==> src/rtl/aud_pkg.sv <==
// aud_pkg: shared state encoding and channel constants for the multi-channel I2S recorder.
// Revision: 1.0
`default_nettype none

package aud_pkg;

  typedef enum logic [2:0] {
    S_IDLE  = 3'd0,
    S_ARM   = 3'd1,
    S_SHIFT = 3'd2,
    S_PAUSE = 3'd3,
    S_FULL  = 3'd4
  } state_t;

  localparam logic CH_L = 1'b0;
  localparam logic CH_R = 1'b1;

endpackage

`default_nettype wire

==> src/rtl/aud_recorder_mc_if.sv <==
// aud_recorder_mc_if: SRAM write port of the recorder (strobe, word address, sample, channel).
// Revision: 1.0
`default_nettype none

interface aud_recorder_mc_if #(
  parameter int ADDR_W = 20,
  parameter int DATA_W = 16
);
  logic              o_we;
  logic [ADDR_W-1:0] o_address;
  logic [DATA_W-1:0] o_data;
  logic              o_ch;

  modport master (output o_we, output o_address, output o_data, output o_ch);
  modport slave  (input  o_we, input  o_address, input  o_data, input  o_ch);
endinterface

`default_nettype wire

==> src/rtl/i2s_deser.sv <==
// i2s_deser: LRC edge detect, bit counter and MSB-first shift register for one I2S slot at a time.
// Revision: 1.0
`default_nettype none

module i2s_deser
  import aud_pkg::*;
#(
  parameter int DATA_W = 16
) (
  input  logic              i_clk,
  input  logic              i_rst,
  input  logic              i_en,
  input  logic              i_align,
  input  logic              i_lrc,
  input  logic              i_data,
  output logic              o_slot_start,
  output logic              o_word_valid,
  output logic [DATA_W-1:0] o_word,
  output logic              o_word_ch,
  output logic              o_short_err
);

  localparam int              c_cw   = $clog2(DATA_W);
  localparam logic [c_cw-1:0] c_last = c_cw'(DATA_W - 1);

  logic              r_lrc_q;
  logic              r_active;
  logic              r_ch;
  logic [c_cw-1:0]   r_cnt;
  logic [DATA_W-2:0] r_shift;

  logic w_edge;
  logic w_take;
  logic w_last;
  logic w_start;

  assign w_edge  = (i_lrc != r_lrc_q);
  assign w_take  = i_en && r_active;
  // The bit present on an edge cycle still belongs to the old slot, so exact-length slots complete.
  assign w_last  = w_take && (r_cnt == c_last);
  assign w_start = i_en && w_edge && (!i_lrc || !i_align);
  assign o_slot_start = w_start;

  always_ff @(posedge i_clk or posedge i_rst) begin
    if (i_rst) begin
      r_lrc_q      <= 1'b0;
      r_active     <= 1'b0;
      r_ch         <= CH_L;
      r_cnt        <= '0;
      r_shift      <= '0;
      o_word_valid <= 1'b0;
      o_word       <= '0;
      o_word_ch    <= CH_L;
      o_short_err  <= 1'b0;
    end else begin
      r_lrc_q      <= i_lrc;
      o_word_valid <= w_last;
      o_short_err  <= w_take && w_edge && !w_last;
      if (w_last) begin
        o_word    <= {r_shift, i_data};
        o_word_ch <= r_ch;
      end
      if (!i_en) begin
        r_active <= 1'b0;
      end else if (w_start) begin
        r_active <= 1'b1;
        r_cnt    <= '0;
        r_ch     <= i_lrc;
      end else if (w_last || w_edge) begin
        r_active <= 1'b0;
      end else if (w_take) begin
        r_shift <= {r_shift[DATA_W-3:0], i_data};
        r_cnt   <= r_cnt + 1'b1;
      end
    end
  end

endmodule

`default_nettype wire

==> src/rtl/aud_recorder_mc.sv <==
// aud_recorder_mc: multi-channel I2S capture engine with address window, wrap/stop-on-full and length readback.
// Revision: 1.0
`default_nettype none

module aud_recorder_mc
  import aud_pkg::*;
#(
  parameter int DATA_W    = 16,
  parameter int NUM_CH    = 2,
  parameter int ADDR_W    = 20,
  parameter int BASE_ADDR = 0,
  parameter int LAST_ADDR = 2**20 - 1,
  parameter int LOOP      = 0
) (
  input  logic                   i_clk,
  input  logic                   i_rst,
  input  logic                   i_lrc,
  input  logic                   i_data,
  input  logic                   i_start,
  input  logic                   i_pause,
  input  logic                   i_stop,
  aud_recorder_mc_if.master      o_wr,
  output logic                   o_busy,
  output logic                   o_full,
  output logic                   o_err,
  output logic [ADDR_W:0]        o_len
);

  localparam logic [ADDR_W-1:0] c_base = ADDR_W'(BASE_ADDR);
  localparam logic [ADDR_W-1:0] c_last = ADDR_W'(LAST_ADDR);
  localparam logic [ADDR_W:0]   c_win  = (ADDR_W+1)'(LAST_ADDR - BASE_ADDR + 1);

  state_t            r_state;
  logic [ADDR_W-1:0] r_addr;
  logic [ADDR_W:0]   r_len;
  logic              r_err;

  logic              w_run;
  logic              w_align;
  logic              w_slot_start;
  logic              w_we;
  logic [DATA_W-1:0] w_word;
  logic              w_word_ch;
  logic              w_short;
  logic              w_at_last;

  // Pause/stop disable the deserialiser in the same cycle so a partial word is dropped at once.
  assign w_run     = ((r_state == S_ARM) || (r_state == S_SHIFT)) && !i_stop && !i_pause;
  assign w_align   = (r_state == S_ARM) || (NUM_CH == 1);
  assign w_at_last = (r_addr == c_last);

  i2s_deser #(
    .DATA_W (DATA_W)
  ) u_deser (
    .i_clk        (i_clk),
    .i_rst        (i_rst),
    .i_en         (w_run),
    .i_align      (w_align),
    .i_lrc        (i_lrc),
    .i_data       (i_data),
    .o_slot_start (w_slot_start),
    .o_word_valid (w_we),
    .o_word       (w_word),
    .o_word_ch    (w_word_ch),
    .o_short_err  (w_short)
  );

  always_ff @(posedge i_clk or posedge i_rst) begin
    if (i_rst) begin
      r_state <= S_IDLE;
      r_addr  <= c_base;
      r_len   <= '0;
      r_err   <= 1'b0;
    end else begin
      if (w_we) begin
        if (!w_at_last) begin
          r_addr <= r_addr + 1'b1;
        end else if (LOOP != 0) begin
          r_addr <= c_base;
        end
        if (r_len != c_win) begin
          r_len <= r_len + 1'b1;
        end
      end
      if (w_short) begin
        r_err <= 1'b1;
      end
      case (r_state)
        S_IDLE: begin
          if (i_start && !i_stop && !i_pause) begin
            r_state <= S_ARM;
            r_addr  <= c_base;
            r_len   <= '0;
            r_err   <= 1'b0;
          end
        end
        S_ARM: begin
          if (i_stop)            r_state <= S_IDLE;
          else if (i_pause)      r_state <= S_PAUSE;
          else if (w_slot_start) r_state <= S_SHIFT;
        end
        S_SHIFT: begin
          if (i_stop)                                r_state <= S_IDLE;
          else if (w_we && w_at_last && (LOOP == 0)) r_state <= S_FULL;
          else if (i_pause)                          r_state <= S_PAUSE;
        end
        S_PAUSE: begin
          if (i_stop)                   r_state <= S_IDLE;
          else if (i_start && !i_pause) r_state <= S_ARM;
        end
        S_FULL: begin
          if (i_stop) r_state <= S_IDLE;
        end
        default: r_state <= S_IDLE;
      endcase
    end
  end

  assign o_wr.o_we      = w_we;
  assign o_wr.o_address = r_addr;
  assign o_wr.o_data    = w_word;
  assign o_wr.o_ch      = w_word_ch;

  assign o_busy = (r_state == S_ARM) || (r_state == S_SHIFT) || (r_state == S_PAUSE);
  assign o_full = (r_state == S_FULL);
  assign o_err  = r_err;
  assign o_len  = r_len;

endmodule

`default_nettype wire

==> src/flat_wrapper.sv <==
// flat-port wrapper written by rule: the top's interface ports become plain ports
module aud_recorder_mc_flat import aud_pkg::*;
#(
  parameter int DATA_W    = 16,
  parameter int NUM_CH    = 2,
  parameter int ADDR_W    = 20,
  parameter int BASE_ADDR = 0,
  parameter int LAST_ADDR = 2**20 - 1,
  parameter int LOOP      = 0
)
  (i_clk, i_rst, i_lrc, i_data, i_start, i_pause, i_stop, o_busy, o_full, o_err, o_len, o_wr_o_we, o_wr_o_address, o_wr_o_data, o_wr_o_ch);
  aud_recorder_mc_if #(.ADDR_W(ADDR_W), .DATA_W(DATA_W)) o_wr_i ();
  input  logic i_clk;
  input  logic i_rst;
  input  logic i_lrc;
  input  logic i_data;
  input  logic i_start;
  input  logic i_pause;
  input  logic i_stop;
  output logic o_busy;
  output logic o_full;
  output logic o_err;
  output logic [ADDR_W:0] o_len;
  output wire logic [$bits(o_wr_i.o_we)-1:0] o_wr_o_we;
  output wire logic [$bits(o_wr_i.o_address)-1:0] o_wr_o_address;
  output wire logic [$bits(o_wr_i.o_data)-1:0] o_wr_o_data;
  output wire logic [$bits(o_wr_i.o_ch)-1:0] o_wr_o_ch;
  assign o_wr_o_we = o_wr_i.o_we;
  assign o_wr_o_address = o_wr_i.o_address;
  assign o_wr_o_data = o_wr_i.o_data;
  assign o_wr_o_ch = o_wr_i.o_ch;
  aud_recorder_mc #(.DATA_W(DATA_W), .NUM_CH(NUM_CH), .ADDR_W(ADDR_W), .BASE_ADDR(BASE_ADDR), .LAST_ADDR(LAST_ADDR), .LOOP(LOOP)) u_core (.i_clk(i_clk), .i_rst(i_rst), .i_lrc(i_lrc), .i_data(i_data), .i_start(i_start), .i_pause(i_pause), .i_stop(i_stop), .o_wr(o_wr_i), .o_busy(o_busy), .o_full(o_full), .o_err(o_err), .o_len(o_len));
endmodule
==> config.mk <==
export PLATFORM = sky130hd
export DESIGN_NAME = aud_recorder_mc_flat
export DESIGN_NICKNAME = d
export VERILOG_FILES = /design/src/rtl/aud_pkg.sv /design/src/rtl/aud_recorder_mc_if.sv /design/src/rtl/i2s_deser.sv /design/src/rtl/aud_recorder_mc.sv /design/src/flat_wrapper.sv
export SDC_FILE = /design/constraint.sdc
export NUM_CORES = 1
export LEC_CHECK = 0
export ABC_CLOCK_PERIOD_IN_PS = 3800
export CORE_MARGIN = 2
export CORE_UTILIZATION = 40
export CTS_BUF_LIST = sky130_fd_sc_hd__clkbuf_8
export DETAILED_ROUTE_END_ITERATION = 12
export RECOVER_POWER = 50
export SLEW_MARGIN = 20
export SYNTH_ARGS = -nofsm -noshare
export SYNTH_HDL_FRONTEND = slang
export SYNTH_SLANG_ARGS = --single-unit
==> constraint.sdc <==
create_clock -name i_clk -period 3.8 [get_ports i_clk]
set_clock_uncertainty 0.2 [all_clocks]
set_input_delay 1.14 -clock i_clk [delete_from_list [all_inputs] [get_ports i_clk]]
set_output_delay 1.14 -clock i_clk [all_outputs]
set_load 0.05 [all_outputs]
# Word level (Yosys, flattened, before mapping)
# Cells that the tools add are included.
dict set report totals {
  reg_bits 86
  input_bits 7
  output_inout_bits 62
  wordCells 88
}
dict set report op_classes {
  add_sub_neg 3
  eq_ne 15
  mux 28
  bitwise 2
  reduce_logical 27
}
# cell n
set ops {}
lappend ops {{2-to-1 mux 21 bit} 4}
lappend ops {{2-to-1 mux 20 bit} 4}
lappend ops {{2-to-1 mux 3 bit} 10}
lappend ops {{adder 21 x 1 -> 21 bit, second input constant} 1}
lappend ops {{inequality test 21 bit, second input constant} 1}
lappend ops {{adder 20 x 1 -> 20 bit, second input constant} 1}
lappend ops {{== test 20 bit, second input constant} 1}
lappend ops {{case mux 3 bit (5 select lines)} 1}
lappend ops {{logical AND 1 bit} 12}
lappend ops {{2-to-1 mux 4 bit} 3}
lappend ops {{== test 3 x 2 -> 1 bit, second input constant} 2}
lappend ops {{2-to-1 mux 1 bit} 6}
lappend ops {{logical NOT 1 bit} 5}
lappend ops {{AND reduction 5 bit} 1}
lappend ops {{adder 4 x 1 -> 4 bit, second input constant} 1}
lappend ops {{== test 4 bit, second input constant} 1}
lappend ops {{logical OR 1 bit} 4}
lappend ops {{inequality test 2 bit, second input constant} 2}
lappend ops {{inequality test 4 x 3 -> 1 bit, second input constant} 1}
lappend ops {{inequality test 4 bit, second input constant} 1}
lappend ops {{AND reduction 4 bit} 1}
lappend ops {{== test 3 x 1 -> 1 bit, second input constant} 1}
lappend ops {{== test 3 bit, second input constant} 1}
lappend ops {{logical NOT 3 bit} 1}
lappend ops {{other kinds (8)} 9}

# Depth between registers and ports, before layout
dict set report depth {
  word_depth 10
  ltp_mapped 7
}

# Modules after synthesis
# Synthesis repeated with hierarchy kept, for this count alone.
dict set report hier_totals {
  cells_unflattened 393
  area_unflattened_um2 4341.7
}
# module instances cells_per_inst area_per_inst_um2
set by_module_without_submodules {}
lappend by_module_without_submodules {aud_recorder_mc 1 285 2671.3}
lappend by_module_without_submodules {i2s_deser 1 108 1670.4}

# Worst setup path after synthesis
# OpenSTA, ideal clock, no wires.
dict set report synth_path {
  path_kind {input port to flip-flop}
  start {in i_stop}
  end {reg u_core.u_deser.o_word[0]}
  setup_ps 125
  arrival_time_ps 2544
  t_required_ps 3475
  path_slack_ps 931
  cell_stages 5
  path_cell_list {nor3_1 nand2b_1 nor3_2 buf_4 mux2_2}
}
dict set report synth_via {
  elab_chain_len 5
}
# element line_no
set synth_lines {}
lappend synth_lines {{start, declared} flat_wrapper.sv:19} ;# input logic i_stop;
lappend synth_lines {{logical NOT 1 bit} aud_recorder_mc.sv:48} ;# assign w_run = ((r_state == S_ARM) || (r_state == S_SHIFT)) && !i_stop && !i_pause;
lappend synth_lines {{logical AND 1 bit (2 in a row)} aud_recorder_mc.sv:48}
lappend synth_lines {{logical AND 1 bit} i2s_deser.sv:38} ;# assign w_take = i_en && r_active;
lappend synth_lines {{logical AND 1 bit} i2s_deser.sv:40} ;# assign w_last = w_take && (r_cnt == c_last);
lappend synth_lines {{named net u_core.u_deser.w_last} i2s_deser.sv:34} ;# logic w_last;
lappend synth_lines {{end signal, assigned} i2s_deser.sv:60} ;# o_word <= {r_shift, i_data};
lappend synth_lines {{end, declared} i2s_deser.sv:18} ;# output logic [DATA_W-1:0] o_word,
# The timed path passes the listed nets, and every way through them passes these cells.
# A chain may end at the register's enable or synchronous reset.

# Worst setup path in the final report
dict set report layout_path {
  start {reg u_core.r_state[0]}
  end {out o_full}
}
dict set report layout_via {
  elab_chain_len 1
}
# element line_no
set layout_lines {}
lappend layout_lines {{start, declared} aud_recorder_mc.sv:33} ;# state_t r_state;
lappend layout_lines {{start signal, assigned} aud_recorder_mc.sv:70} ;# r_state <= S_IDLE;
lappend layout_lines {{start signal, assigned} aud_recorder_mc.sv:91} ;# r_state <= S_ARM;
lappend layout_lines {{start signal, assigned} aud_recorder_mc.sv:98} ;# if (i_stop) r_state <= S_IDLE;
lappend layout_lines {{== test 3 bit} aud_recorder_mc.sv:125} ;# assign o_full = (r_state == S_FULL);
lappend layout_lines {{end, declared} flat_wrapper.sv:21} ;# output logic o_full;
# No other way between the ends.

==> impl_metrics.py <==
metrics = {
    "sta": {
        "hold_viol": 0,
        "max-slew-margin-rel_pct": -24.7,
        "hold-worst-slack_ns": 0.283,
        "max_freq_ghz": 0.302,
        "fin_crit_sh_pct": 87.2,
        "drv_slew": 87,
        "setup_viol": 0,
        "period_needed_ns": 3.31,
        "tightest_slew_ns": 1.87,
        "rsz0062_at_grt": "no",
        "setup_tns_ns": 0,
    },
    "synthesis": {
        "postSynthAreaPerCell_um2": 10.5,
        "ys_types": 51,
        "synth_most_common_cell": "dfrtp_1",
        "synth_flop_cell": "dfrtp_1",
        "synth-simple-area-share_pct": 21.2,
        "synth_xor_xnor_area_share_pct": 1.43,
        "synth_nets": 418,
        "synth_top_area_share_pct": 50.4,
        "synth_mux_area_share_pct": 11.7,
        "synth_edf_count": 0,
        "synth_compound_gate_area_share_pct": 10.8,
        "netlist_area_um2": 4270,
        "yosys-top-cells-count": "dfrtp_1, nand2_1, mux2_2",
        "yosys_warnings": 0,
        "synth_top_family_by_area": "simple AND/OR/NAND/NOR gates",
        "synthTopCellsByArea": "dfrtp_1, mux2_2, nand2_1",
        "ys_seq_elements": 86,
        "syn_inst": 407,
        "synthAdderAreaFrac_pct": 1.17,
        "ys_seq_area_share_pct": 50.4,
        "yosys.area.top_type": "dfrtp_1",
        "async_flop_share_pct": 100,
    },
    "route": {
        "vias": 3379,
        "route.detailed.drc": 0,
        "routed_wl_um": 9430,
        "drtIter0Drc": 206,
        "ant_nets": 0,
        "routedWlPerCell_um": 15.4,
        "vias_per_cell": 5.50,
        "firstDrtPassIters": 4,
    },
    "final_layout": {
        "antenna_cells": 0,
        "fillCellCount": 994,
        "drive_gt1_share_pct": 12.6,
        "final_net_count": 484,
        "area_growth_pct": 22.7,
    },
    "floorplanning": {
        "dieArea_um2": 11500,
        "initial_core_util_pct": 41.2,
        "io_pins": 69,
        "die_w_um": 107,
        "die_h_um": 107,
        "rows": 37,
        "coreArea_um2": 10400,
    },
    "clock_network": {
        "cts_resized": 0,
        "clk_pin_slew_ns": 0.09,
        "cts-hold-fix-buffers": 0,
        "cts_setup_buffers": 0,
        "cts.path.max_buffers": 2,
        "worstSkewPairLatency_ns": 0.35,
        "cts_max_level": 3,
        "clockRootBuffer": "clkbuf_8",
        "cts_sinks": 86,
        "cts_tree": "done",
        "cts_made_buffers": 9,
    },
    "grt": {
        "grt_max_degree": 87,
        "overflow": 0,
        "grt_pass1_wl_um": 16200,
        "grt_pass1_vias": 3231,
        "grt_util_all_layers_pct": 17.7,
        "antenna_found_initial": 0,
    },
    "setup_path": {
        "worstSetupEndpointType": "output pin",
        "cp.arrival_ns": 1.97,
        "worstPathMaxFanout": 10,
        "worstSetupPathType": "reg2out",
        "required_ns": 2.46,
        "setup.worst_path.start_class": "flip-flop",
    },
    "run": {
        "cap_violations": 1,
    },
    "pwr": {
        "internal_power_mw": 1.23,
        "power_mw": 1.67,
        "ir_drop_uv": 155,
        "seqPwrFrac_pct": 56.8,
        "pwr-share-comb_pct": 8.3,
        "p_leak_nw": 2.21,
        "power_density_nw_per_um2": 318,
        "netSwitchingPower_mw": 0.441,
        "pwr-share-clk_pct": 34.9,
        "swShare_pct": 26.5,
    },
    "outcome": {
        "violations": "capacitance limit, slew limit",
        "outcome": "complete, but fails checks",
    },
    "placement": {
        "dp_hpwl_um": 6350,
        "portBuffers": 68,
        "routabilityCongestion": 0.769,
    },
    "min_path": {
        "hold_class": "reg2reg",
    },
}
[registers in the layout (all words and copies together), names as in the netlist]
register,flops
u_core.r_state,3
u_core.u_deser.o_word_ch,1
u_core.u_deser.r_shift,15
u_core.o_wr.o_address,20
u_core.o_err,1
u_core.u_deser.o_word,16
u_core.u_deser.r_active,1
u_core.u_deser.r_lrc_q,1
u_core.o_len,21
u_core.u_deser.r_cnt,4
u_core.u_deser.o_word_valid,1
u_core.u_deser.o_short_err,1
u_core.u_deser.r_ch,1
[critical path, cell delays in order (launching register included)]
cell and delay [ns]:
dfrtp_1 0.48, nor2_1 0.19, and2_1 0.14, clkdlybuf4s50_1 0.80
[worst paths after layout]
| check | endpoint | from | cells past startpoint | slack [ns] |
|---|---|---|---|---|
| min in group asynchronous | u_core.u_deser.o_word[10]$_DFFE_PP0P_ | i_rst | 3 | 1.60 |
| hold reg to reg | u_core.o_err$_DFF_PP0_ | u_core.u_deser.o_short_err$_DFF_PP0_ | 2 | 0.28 |
| setup reg to reg | u_core.o_wr.o_address[12]$_DFF_PP0_ | u_core.o_wr.o_address[0]$_DFF_PP0_ | 5 | 1.38 |
| setup / recovery | o_full | u_core.r_state[0]$_DFFE_PP0P_ | 3 | 0.49 |
| hold / removal | u_core.o_err$_DFF_PP0_ | u_core.u_deser.o_short_err$_DFF_PP0_ | 2 | 0.28 |
| max in group asynchronous | u_core.o_wr.o_address[17]$_DFF_PP0_ | i_rst | 3 | 0.69 |
[logic make-up (layout without fill, tap and decap cells)]
logic type               count (synthesis)  in the layout
multiplexers                            46             46
buffers and inverters                   32            103
AND/OR/NAND/NOR                        161            161
XOR/XNOR                                 7              7
flip-flops                              86             86
adder cells (fa/ha/maj)                  4              4
AO/OA/AOI/OAI                           71             71
[layout make-up]
cell class / instances / area (µm²) / area share (%)
clock buffers: 10 / 138 / 2.62
flip-flops and latches: 86 / 2150 / 41.0
clock inverters: 6 / 38.8 / 0.740
repair buffers: 74 / 713 / 13.6
inverters: 13 / 50.0 / 0.954
multi-input cells: 289 / 1980 / 37.8
well taps: 136 / 170 / 3.25
[metal layers]
metal / global-route usage, % / vias up / routed length, µm
met1: 24.5 / 1667 / 4370
met4: 5.49 / 0 / 67
li1: - / 1630 / -
met3: 4.54 / 4 / 494
met2: 27.4 / 78 / 4500
met5: 0 / - / 0
[power by group through the flow]
stage               clock (mW)  combinational, mW  sequential (mW)
finish                   0.581              0.139            0.947
floorplan                    0             0.0734            0.986
CTS                      0.607              0.146            0.947
global route             0.650              0.154            0.951
global placement             0              0.144            0.965
detailed placement           0              0.146            0.965
[cells in the final DEF, fill, tap and decap left out, types with 3 or more instances in the layout]
cell,synthesis,final
nor3_1,12,12
nor2_1,16,16
ha_1,4,4
nand2_1,37,37
or3_1,7,7
or4_1,9,9
and2_1,6,5
nor4_1,8,8
clkbuf_8,0,10
xnor2_1,3,3
inv_1,13,13
o31ai_1,10,10
a31oi_1,4,4
dfrtp_1,86,86
and3_1,5,5
nand4_1,12,12
xor2_1,4,4
clkdlybuf4s50_1,0,66
and4_1,8,8
o21a_1,4,4
a21oi_1,26,26
mux2_2,33,33
o21ai_0,10,10
mux2i_1,13,13
nand3_1,15,15
nand2b_1,13,13
[metrics by stage]
stage	utilization, %	worst slack (ns)	area (µm²)	cells
global placement	49.1	0.385	5090	598
detailed placement	49.1	0.334	5090	598
global route	50.6	0.269	5240	614
floorplan	-	0.238	4270	407
CTS	50.8	0.449	5270	614
finish	50.6	0.486	5240	614
Power figures use the tool's default switching activity.
